**src/rtl/qsn_ctrl_85b.sv**
```systemverilog
// Select-word generator for the 85-bit QSN cyclic-shift network.
// Two-stage valid/ready pipeline: effective shift, then left/right/merge selects plus schedule position.
module qsn_ctrl_85b #(
   parameter int unsigned Z       = 85,
   parameter int unsigned SEL_W   = 7,
   parameter int unsigned COL_NUM = 8,
   parameter int unsigned COL_W   = 3,
   parameter int unsigned LAYER_W = 4
) (
   input  logic               sys_clk,
   input  logic               rst,
   input  logic               shift_valid,
   output logic               shift_ready,
   input  logic [SEL_W-1:0]   shift_factor,
   input  logic               shift_inv,
   input  logic               shift_last,
   output logic               sel_valid,
   input  logic               sel_ready,
   output logic [SEL_W-1:0]   left_sel,
   output logic [SEL_W-1:0]   right_sel,
   output logic [Z-2:0]       merge_sel,
   output logic [COL_W-1:0]   col_idx,
   output logic               layer_end,
   output logic [LAYER_W-1:0] layer_cnt,
   output logic               err_range
);

   localparam logic [SEL_W-1:0] ZS       = SEL_W'(Z);
   localparam logic [COL_W-1:0] COL_LAST = COL_W'(COL_NUM - 1);

   logic               s1_full_q, s1_full_d;
   logic [SEL_W-1:0]   s1_e_q, s1_e_d;
   logic               s1_last_q;
   logic               s2_full_q, s2_full_d;
   logic [SEL_W-1:0]   left_q, right_q, right_d;
   logic [Z-2:0]       merge_q, merge_d;
   logic               layer_end_q;
   logic [COL_W-1:0]   col_q, col_d;
   logic [LAYER_W-1:0] layer_q, layer_d;
   logic               err_q, err_d;

   logic               in_fire, out_fire, s1_advance, s1_move, in_range;
   logic [SEL_W-1:0]   e_raw;
   int unsigned        merge_lim;

   // Handshake: sel_ready feeds shift_ready combinationally so a full pipe can still stream.
   always_comb begin
      s1_advance  = !s2_full_q || sel_ready;
      shift_ready = !s1_full_q || s1_advance;
      in_fire     = shift_valid && shift_ready;
      out_fire    = s2_full_q && sel_ready;
      s1_move     = s1_full_q && s1_advance;
      s1_full_d   = in_fire || (s1_full_q && !s1_advance);
      s2_full_d   = s1_move || (s2_full_q && !sel_ready);
   end

   // Stage 1: clamp illegal shifts to 0, then mirror for the inverse permutation.
   always_comb begin
      in_range = shift_factor < ZS;
      e_raw    = in_range ? shift_factor : '0;
      s1_e_d   = (shift_inv && (e_raw != '0)) ? (ZS - e_raw) : e_raw;
   end

   // Stage 2: right shift is the complement; merge picks left network for the low Z-e lanes.
   always_comb begin
      right_d   = (s1_e_q == '0) ? '0 : (ZS - s1_e_q);
      merge_lim = Z - 32'(s1_e_q);
      merge_d   = '0;
      for (int unsigned i = 0; i < Z - 1; i++) begin
         merge_d[i] = (i < merge_lim);
      end
   end

   // Schedule position advances as each word leaves; a missing shift_last is flagged and wraps.
   always_comb begin
      col_d   = col_q;
      layer_d = layer_q;
      err_d   = err_q || (in_fire && !in_range);
      if (out_fire) begin
         if (layer_end_q) begin
            col_d   = '0;
            layer_d = layer_q + LAYER_W'(1);
         end else if (col_q == COL_LAST) begin
            col_d = '0;
            err_d = 1'b1;
         end else begin
            col_d = col_q + COL_W'(1);
         end
      end
   end

   always_ff @(posedge sys_clk) begin
      if (rst) begin
         s1_full_q   <= 1'b0;
         s1_e_q      <= '0;
         s1_last_q   <= 1'b0;
         s2_full_q   <= 1'b0;
         left_q      <= '0;
         right_q     <= '0;
         merge_q     <= '0;
         layer_end_q <= 1'b0;
         col_q       <= '0;
         layer_q     <= '0;
         err_q       <= 1'b0;
      end else begin
         s1_full_q <= s1_full_d;
         s2_full_q <= s2_full_d;
         col_q     <= col_d;
         layer_q   <= layer_d;
         err_q     <= err_d;
         if (in_fire) begin
            s1_e_q    <= s1_e_d;
            s1_last_q <= shift_last;
         end
         if (s1_move) begin
            left_q      <= s1_e_q;
            right_q     <= right_d;
            merge_q     <= merge_d;
            layer_end_q <= s1_last_q;
         end
      end
   end

   assign sel_valid = s2_full_q;
   assign left_sel  = left_q;
   assign right_sel = right_q;
   assign merge_sel = merge_q;
   assign layer_end = layer_end_q;
   assign col_idx   = col_q;
   assign layer_cnt = layer_q;
   assign err_range = err_q;

endmodule

```
**config.mk**
```make
export PLATFORM = sky130hd
export DESIGN_NAME = qsn_ctrl_85b
export DESIGN_NICKNAME = d
export VERILOG_FILES = /design/src/rtl/qsn_ctrl_85b.sv
export SDC_FILE = /design/constraint.sdc
export NUM_CORES = 1
export LEC_CHECK = 0
export BUFFER_PORTS_ARGS = -buffer_cell sky130_fd_sc_hd__buf_2
export CORE_MARGIN = 2
export CORE_UTILIZATION = 30
export DETAILED_ROUTE_END_ITERATION = 6
export SYNTH_ARGS = -nofsm -noshare
export SYNTH_HDL_FRONTEND = slang
export SYNTH_SLANG_ARGS = --single-unit
```
**constraint.sdc**
```tcl
create_clock -name sys_clk -period 3 [get_ports sys_clk]
set_clock_uncertainty 0.15 [all_clocks]
set_input_delay 0.45 -clock sys_clk [delete_from_list [all_inputs] [get_ports sys_clk]]
set_output_delay 0.45 -clock sys_clk [all_outputs]
set_load 0.05 [all_outputs]
```
==> results of run 1 <==
-- how the worst max path moves through the flow --
stage | startpoint | to | cells past startpoint
floorplan | sel_valid | err_range | 5
global placement | s1_e_q[2] | merge_sel[2] | 6
detailed placement | s1_e_q[2] | merge_sel[1] | 6
CTS | s1_e_q[2] | merge_sel[1] | 6
global route | s1_e_q[2] | merge_sel[2] | 6
finish | s1_e_q[2] | merge_sel[1] | 6
-- worst max-delay path: stages (launching register included) --
cell,delay (ns)
dfxtp_1,0.49
ha_1,0.45
o21ai_0,0.21
xnor2_1,0.22
or2_2,0.44
nor2_1,0.40
a311oi_1,0.16
-- registers in the layout, summed over array words and instances (netlist names) --
| signal | count |
|---|---|
| s1_e_q | 7 |
| sel_valid | 1 |
| merge_sel | 84 |
| s1_last_q | 1 |
| layer_end | 1 |
| col_idx | 3 |
| err_range | 1 |
| s1_full_q | 1 |
| right_sel | 7 |
| left_sel | 7 |
| layer_cnt | 4 |
-- logic make-up after synthesis --
| kind of cell | after synthesis | share of synthesized area (%) |
|---|---|---|
| simple gates | 237 | 21.45 |
| xor+xnor | 9 | 1.620 |
| flops | 117 | 48.15 |
| mux | 4 | 0.8231 |
| compound gates | 173 | 22.02 |
| fa+ha+maj | 5 | 1.286 |
| buf+inv | 57 | 4.655 |
-- stage by stage --
stage | hold WS, ns | setup WS [ns] | area [sq um] | power (uW)
after floorplan | 0.2822 | 0.6225 | 4865 | 2444
after global placement | 0.2865 | 0.4806 | 5677 | 2691
after detailed placement | 0.2918 | 0.4215 | 5677 | 2696
after CTS | 0.1200 | 0.3834 | 6347 | 5010
after global routing | 0.1329 | 0.1458 | 6347 | 5162
final | 0.1334 | 0.3300 | 6347 | 4971
-- layout by cell type, fill, tap and decap left out, types with 5 or more instances in the layout --
cell       synthesis  routed
inv_1              7       7
xor2_1             5       5
dfxtp_1          117     117
o21ai_0           28      28
nor2_1            82      82
bufinv_16          0       5
a21oi_1           70      70
ha_1               5       5
a31oi_1           14      13
o211ai_1           7       7
clkbuf_16          0      17
a211oi_1          23      23
nor2b_1            6       6
nand2_1           80      79
a22oi_1            8       8
buf_2              9     120
buf_4              0      14
nor3_1            41      41
-- power groups by stage --
stage	clock network, uW	registers [uW]	logic (uW)
5_1_grt	2420	1760	982
3_3_place_gp	0	1780	911
3_5_place_dp	0	1780	916
2_1_floorplan	0	2110	331
4_1_cts	2340	1750	919
6_report	2310	1750	917
-- layout make-up --
cell class | count | area [sq um]
repair buffers | 135 | 725.7
inverters | 7 | 26.28
multi-input cells | 428 | 2312
clock inverters | 13 | 217.7
well taps | 216 | 270.3
fillers | 1699 | 9538
flip-flops and latches | 117 | 2342
clock buffers | 19 | 452.9
-- per-layer routing --
| metal | track usage, % | part of all wire (%) | up-vias |
|---|---|---|---|
| li1 | - | - | 2327 |
| met1 | 23.56 | 45 | 2222 |
| met2 | 28.30 | 47 | 148 |
| met3 | 5.671 | 6.3 | 16 |
| met4 | 5.435 | 1.2 | 0 |
| met5 | 0 | 0 | - |
==> impl_metrics.json, run 1 <==
{
  "status": "complete, no violations",
  "h-tree-depth": 4,
  "core_sq_mm": 0.01589,
  "yosysUniqueCellTypes": 47,
  "post-place-cells": 903,
  "rr_endpoint": "merge_sel[1]",
  "start_util_pct": 30.62,
  "tritoncts": "yes",
  "synth-seq-cells": 117,
  "yosysMostFrequentCell": "dfxtp_1",
  "clock_sinks": 117,
  "cts_made_buffers": 17,
  "first_iter_violations": 308,
  "ys.warnings.count": 0,
  "crit_required_ns": 3.12,
  "r2r_slack_ns": 0.33,
  "cts_buffer_depth": 2,
  "track_usage_pct": 17.97,
  "ys_seq_area_share_pct": 48.15,
  "critPathMaxFanout": 13,
  "routed_via_density": 5.041,
  "syn_inst": 602,
  "wirelength_um": 15390,
  "io_buffers": 121,
  "swShare_pct": 31.29,
  "ctsRootBufferMaster": "clkbuf_16",
  "synth_ff_type": "dfxtp_1",
  "p_comb_share_pct": 18.4,
  "power_density_mw_per_mm2": 783.2,
  "num_antenna_cells": 0,
  "rows": 46,
  "min_delay_path_depth": 3,
  "wl_per_cell_um": 16.46,
  "die_h_um": 131.3,
  "postSynth.asyncResetShare_pct": 0,
  "synth-edff-count": 0,
  "ant_nets": 0,
  "grt_max_degree": 72,
  "synthesis.nets": 620,
  "drc_errors": 0,
  "fmax_mhz": 374.5,
  "finalCriticalPeriod_ns": 2.670,
  "cp-end-kind": "flip-flop",
  "ios": 122,
  "antenna_found_initial": 0,
  "setup_violations": 0,
  "area.growth.synth_to_final_pct": 30.48,
  "hold_end": "s1_full_q",
  "cts_setup_buffers": 0,
  "fin_tns_setup_ns": 0,
  "die_area_sq_mm": 0.01725,
  "hold_violations": 0,
  "gp_congestion": 0.8451,
  "synth.area.top_cells": "dfxtp_1 (48%), a21oi_1 (7.2%), nor2_1 (6.3%), nand2_1 (6.2%), nor3_1 (4.2%)",
  "arrival_ns": 2.79,
  "ir_drop_v": 0.0003966,
  "instances_no_fill": 935,
  "rsz0062_at_grt": "false",
  "slew_violations": 0,
  "worstHoldStart": "shift_valid",
  "crit-reg2reg-launch": "s1_e_q[2]",
  "syn-cell-area_sq_mm": 0.004865,
  "first_pass_iters": 4,
  "clkTransAtPathRegs_ns": 0.06,
  "globalRouteOverflowTotal": 0,
  "p_switching_uw": 1555,
  "ff2ff_path_depth": 6,
  "synth_area_per_cell_sq_um": 8.081,
  "p_int_uw": 3416,
  "crit_type": "reg2reg",
  "die_x_um": 131.3,
  "hpwl_um": 10340,
  "grt_pass1_wl_um": 24280,
  "synth_top_area_share_pct": 48.15,
  "drive_above_1_share_pct": 24.62,
  "nets": 724,
  "cts_hold_buffers": 0,
  "maxCapViolCount": 0,
  "grt_pass1_vias": 4359,
  "vias": 4713,
  "relSlewSlack_pct": 30.36,
  "synth_top_area_cell": "dfxtp_1",
  "cts_resized": 0,
  "p_leak_uw": 0.002738,
  "seqPwrFrac_pct": 35.1,
  "cp-start-kind": "flip-flop",
  "fin_crit_sh_pct": 89.00,
  "synth_common_cells": "dfxtp_1 (117), nor2_1 (82), nand2_1 (80), a21oi_1 (70), nor3_1 (41)",
  "worstMarginPinSlew_ns": 1.040,
  "fin_util_pct": 39.96,
  "hp-class": "in2reg",
  "clk_latency_ns": 0.42,
  "pwr-share-clk_pct": 46.4
}
(Power assumes the default switching activity.)
==> run 2: changes to the inputs <==
--- a/config.mk
+++ b/config.mk
@@ -6,9 +6,9 @@
 export NUM_CORES = 1
 export LEC_CHECK = 0
 export BUFFER_PORTS_ARGS = -buffer_cell sky130_fd_sc_hd__buf_2
-export CORE_MARGIN = 2
 export CORE_UTILIZATION = 30
 export DETAILED_ROUTE_END_ITERATION = 6
+export MAX_ROUTING_LAYER = met4
 export SYNTH_ARGS = -nofsm -noshare
 export SYNTH_HDL_FRONTEND = slang
 export SYNTH_SLANG_ARGS = --single-unit
==> run 2 against run 1 <==
Net effect: flip-flop and latch count is the same; core utilization down 0.35 points; count of clock-buffer cells in the layout fell by 1; hold slack lost 0.011 ns; die area fell by 3.0%; critical path type unchanged.
==> impl_metrics.json, run 2 (synthesis gave the netlist of run 1 again) <==
{
  "status": "complete, no violations",
  "io_buffers": 121,
  "slew_violations": 0,
  "rows": 46,
  "rr_endpoint": "merge_sel[1]",
  "seq_area_sq_mm": 0.002342,
  "stdcell_area_sq_mm": 0.006291,
  "routed_via_density": 5.022,
  "hold_slack_ns": 0.1225,
  "crit-reg2reg-launch": "s1_e_q[1]",
  "hold_violations": 0,
  "multi_input_area_sq_mm": 0.002312,
  "endpoint": "merge_sel[1]",
  "ant_nets": 0,
  "fin_util_pct": 39.60,
  "wl_per_cell_um": 16.30,
  "gp_congestion": 0.8657,
  "slowest_delay_ns": 0.53,
  "arrival_ns": 2.80,
  "largest_register_ffs": 84,
  "relSlewSlack_pct": 32.86,
  "cts_resized": 0,
  "worstMarginPinSlew_ns": 1.003,
  "maxCapViolCount": 0,
  "track_usage_pct": 19.40,
  "clk_latency_ns": 0.42,
  "crit_path_start": "s1_e_q[1]",
  "die_area_sq_mm": 0.01673,
  "die_x_um": 129.3,
  "p_leak_uw": 0.002715,
  "first_pass_iters": 5,
  "start_util_pct": 30.62,
  "ff2ff_path_depth": 6,
  "hp-class": "in2reg",
  "fmax_mhz": 371.3,
  "critPathMaxFanout": 13,
  "core_sq_mm": 0.01589,
  "globalRouteOverflowTotal": 0,
  "h-tree-depth": 4,
  "first_iter_violations": 315,
  "cts_buffer_depth": 2,
  "hpwl_um": 10360,
  "vias": 4711,
  "crit_slowest_cell": "dfxtp_1",
  "antenna_found_initial": 0,
  "nets": 727,
  "ios": 122,
  "crit_type": "reg2reg",
  "tritoncts": "yes",
  "grt_pass1_vias": 4241,
  "nFillCells": 1672,
  "power_density_mw_per_mm2": 757.1,
  "r2r_slack_ns": 0.31,
  "area.growth.synth_to_final_pct": 29.32,
  "min_delay_path_depth": 3,
  "clkTransAtPathRegs_ns": 0.06,
  "crit_required_ns": 3.11,
  "drc_errors": 0,
  "cts_hold_buffers": 0,
  "die_h_um": 129.3,
  "wirelength_um": 15290,
  "drive_above_1_share_pct": 24.79,
  "finalPower_uw": 4763,
  "layout_commonest_cell": "buf_2",
  "cts_setup_buffers": 0,
  "num_antenna_cells": 0,
  "grt_pass1_wl_um": 23700,
  "fin_tns_setup_ns": 0,
  "ctsRootBufferMaster": "clkbuf_16",
  "final_cell_mix": "buf_2 (120), dfxtp_1 (117), nor2_1 (82)",
  "finalCriticalPeriod_ns": 2.694,
  "fin_crit_sh_pct": 89.78,
  "setup_violations": 0,
  "cp-end-kind": "flip-flop",
  "placed_area_sq_mm": 0.005687,
  "path_cells": "ha_1, o21ai_0, xnor2_1, or2_2, nor2_1, a311oi_1",
  "cts_made_buffers": 17,
  "cp-start-kind": "flip-flop",
  "rsz0062_at_grt": "false",
  "clock_sinks": 117,
  "ir_drop_v": 0.0004061,
  "grt_max_degree": 68
}
[run 2: cell types whose count changed in the layout (fill, tap and decap cells not counted), sizes merged]
cell | previous run | this run
bufinv | 5 | 3
clkbuf | 19 | 18
clkinv | 2 | 5
buf | 135 | 138
inv | 11 | 10
clkinvlp | 2 | 3
[run 2: power by group]
| part | switching (uW) | internal, uW | leakage (uW) |
|---|---|---|---|
| Clock | 787 | 1310 | 0.000287 |
| Sequential | 81.2 | 1670 | 0.000963 |
| Combinational | 697 | 219 | 0.00146 |
| Total | 1570 | 3200 | 0.00272 |
[run 2: layout make-up]
cell class              count  area share (%)
clock buffers              18           6.822
clock inverters            14           2.784
inverters                   7          0.4177
multi-input cells         428           36.75
flip-flops and latches    117           37.23
well taps                 216           4.296
repair buffers            138           11.69
[run 2: stage by stage]
| stage | setup slack [ns] | cells |
|---|---|---|
| after floorplan | 0.6225 | 602 |
| after global placement | 0.4378 | 906 |
| after detailed placement | 0.3387 | 906 |
| after CTS | 0.3349 | 938 |
| after global routing | 0.04542 | 938 |
| final | 0.3065 | 938 |
[run 2: routing by layer]
| layer | wire, um | vias to the layer above | track usage, % |
|---|---|---|---|
| met2 | 7311 | 140 | 29.38 |
| li1 | - | 2330 | - |
| met3 | 768 | 19 | 4.624 |
| met4 | 191 | 0 | 7.474 |
| met1 | 7020 | 2222 | 24.87 |
| met5 | 0 | - | - |
[run 2: worst min-delay path by stage]
stage | from | slack, ns | end
2_1_floorplan | s1_last_q | 0.28 | layer_end
3_3_place_gp | merge_sel[43] | 0.29 | merge_sel[43]
3_5_place_dp | merge_sel[40] | 0.29 | merge_sel[40]
4_1_cts | shift_valid | 0.11 | s1_full_q
5_1_grt | shift_valid | 0.15 | s1_full_q
6_report | shift_valid | 0.12 | s1_full_q
[run 2: critical path: cells and delay by family (launching register included)]
| family | cells | cell delay [ns] |
|---|---|---|
| AO/OA/AOI/OAI | 2 | 0.37 |
| XOR/XNOR | 1 | 0.19 |
| adder cells (fa/ha/maj) | 1 | 0.47 |
| flip-flops | 1 | 0.53 |
| AND/OR/NAND/NOR | 2 | 0.83 |
==> run 3: changes to the inputs <==
==> constraint.sdc (replaced) <==
create_clock -name sys_clk -period 2.36 [get_ports sys_clk]
set_clock_uncertainty 0.15 [all_clocks]
set_input_delay 0.354 -clock sys_clk [delete_from_list [all_inputs] [get_ports sys_clk]]
set_output_delay 0.354 -clock sys_clk [all_outputs]
set_load 0.05 [all_outputs]
==> run 3 against run 2 <==
Net effect: sequential share of layout area fell by 1.1 points; non-clock buffer count rose by 20; wire length down 3.1%; final area increased by 3.2%; die area unchanged; via count grew 0.34%; critical path depth up 1; count of clock-buffer cells in the layout is 1 lower.
==> impl_metrics.json, run 3 (synthesis gave the netlist of run 1 again) <==
{
  "r2r_slack_ns": 0.23,
  "cts_setup_buffers": 0,
  "worstHoldStart": "shift_last",
  "rsz0062_at_grt": "false",
  "routed_via_density": 4.934,
  "area.growth.synth_to_final_pct": 33.41,
  "gp_congestion": 0.9019,
  "p_leak_uw": 0.002834,
  "die_h_um": 129.3,
  "cp-start-kind": "flip-flop",
  "first_pass_iters": 4,
  "slew_violations": 0,
  "crit-reg2reg-launch": "s1_e_q[2]",
  "num_antenna_cells": 0,
  "worstMarginPinSlew_ns": 0.8003,
  "tritoncts": "yes",
  "cts_made_buffers": 17,
  "clock_sinks": 117,
  "endpoint": "merge_sel[2]",
  "globalRouteOverflowTotal": 0,
  "drc_errors": 0,
  "die_area_sq_mm": 0.01673,
  "nets": 747,
  "clk_latency_ns": 0.42,
  "finalCriticalPeriod_ns": 2.126,
  "maxCapViolCount": 0,
  "h-tree-depth": 4,
  "wirelength_um": 14820,
  "crit_required_ns": 2.54,
  "crit_path_start": "s1_e_q[2]",
  "wl_per_cell_um": 15.47,
  "rows": 46,
  "ff2ff_path_depth": 7,
  "fin_util_pct": 40.86,
  "die_x_um": 129.3,
  "hold_violations": 0,
  "fmax_mhz": 470.4,
  "grt_max_degree": 63,
  "drive_above_1_share_pct": 27.09,
  "hp-class": "in2reg",
  "power_density_mw_per_mm2": 925.6,
  "antenna_found_initial": 0,
  "hpwl_um": 10300,
  "arrival_ns": 2.31,
  "ios": 122,
  "track_usage_pct": 18.80,
  "cts_buffer_depth": 2,
  "clkTransAtPathRegs_ns": 0.06,
  "rr_endpoint": "merge_sel[2]",
  "critPathMaxFanout": 13,
  "fin_crit_sh_pct": 90.08,
  "nFillCells": 1646,
  "layout_commonest_cell": "buf_2",
  "setup_violations": 0,
  "first_iter_violations": 325,
  "status": "complete, no violations",
  "vias": 4727,
  "core_sq_mm": 0.01589,
  "ir_drop_v": 0.0005845,
  "start_util_pct": 30.62,
  "crit_type": "reg2reg",
  "grt_pass1_wl_um": 22940,
  "grt_pass1_vias": 4252,
  "ant_nets": 0,
  "cp-end-kind": "flip-flop",
  "ctsRootBufferMaster": "clkbuf_16",
  "largest_register_ffs": 84,
  "fin_tns_setup_ns": 0,
  "final_cell_mix": "buf_2 (120), dfxtp_1 (116), nor2_1 (82)",
  "relSlewSlack_pct": 46.08,
  "io_buffers": 121
}
run 3: power by group:
| group | switching (uW) | internal, uW | total [uW] |
|---|---|---|---|
| combinational | 896 | 321 | 1220 |
| clock | 1000 | 1570 | 2580 |
| sequential | 94.7 | 2120 | 2210 |
run 3: area by class of cell:
type	count	area (sq um)	share of cell area (%)
Tap cell	216	270.3	4.164
Timing Repair Buffer	158	935.9	14.42
Clock inverter	15	173.9	2.680
Inverter	7	26.28	0.4049
Clock buffer	17	425.4	6.555
Sequential cell	117	2344	36.11
Multi-Input combinational cell	428	2315	35.67
run 3: worst min path at each step:
stage | to | slack (ns) | cells after the start
final | s1_last_q | 0.02 | 3
after global routing | s1_full_q | 0.04 | 3
after CTS | s1_last_q | 0.005 | 3
after detailed placement | merge_sel[23] | 0.29 | 2
after global placement | merge_sel[22] | 0.29 | 2
after floorplan | layer_end | 0.28 | 2
run 3: per-layer routing:
metal / GRT usage [%] / part of all wire (%)
met1: 23.83 / 46
met2: 28.94 / 47
met3: 4.707 / 5.8
met4: 6.644 / 1.4
met5: - / 0
run 3: critical path, cell delays in order, from the launching register on:
cell and delay [ns]:
dfxtp_1 0.31, ha_1 0.26, o21ai_0 0.32, xnor2_1 0.24
or2_4 0.28, nor2_1 0.07, buf_4 0.17, a311oi_1 0.24
run 3: metrics by stage:
step                      setup slack (ns)  area, sq um  cells  hold slack, ns  power (uW)
final                               0.2341         6490    958         0.02314        6007
after global routing               0.03795         6490    958         0.04113        6249
after CTS                           0.1725         6486    958        0.005032        6064
after detailed placement            0.1348         5887    926          0.2921        3472
after global placement              0.1423         5887    926          0.2872        3466
after floorplan                    0.01143         4865    602          0.2822        3107
run 3: repair_timing:
| action | 4_1_cts | 5_1_grt |
|---|---|---|
| gates resized for setup | 0 | 2 |
| endpoints found under the setup margin | 0 | 6 |
| endpoints found under the hold margin | 0 | 0 |
| hold buffers | 0 | 0 |
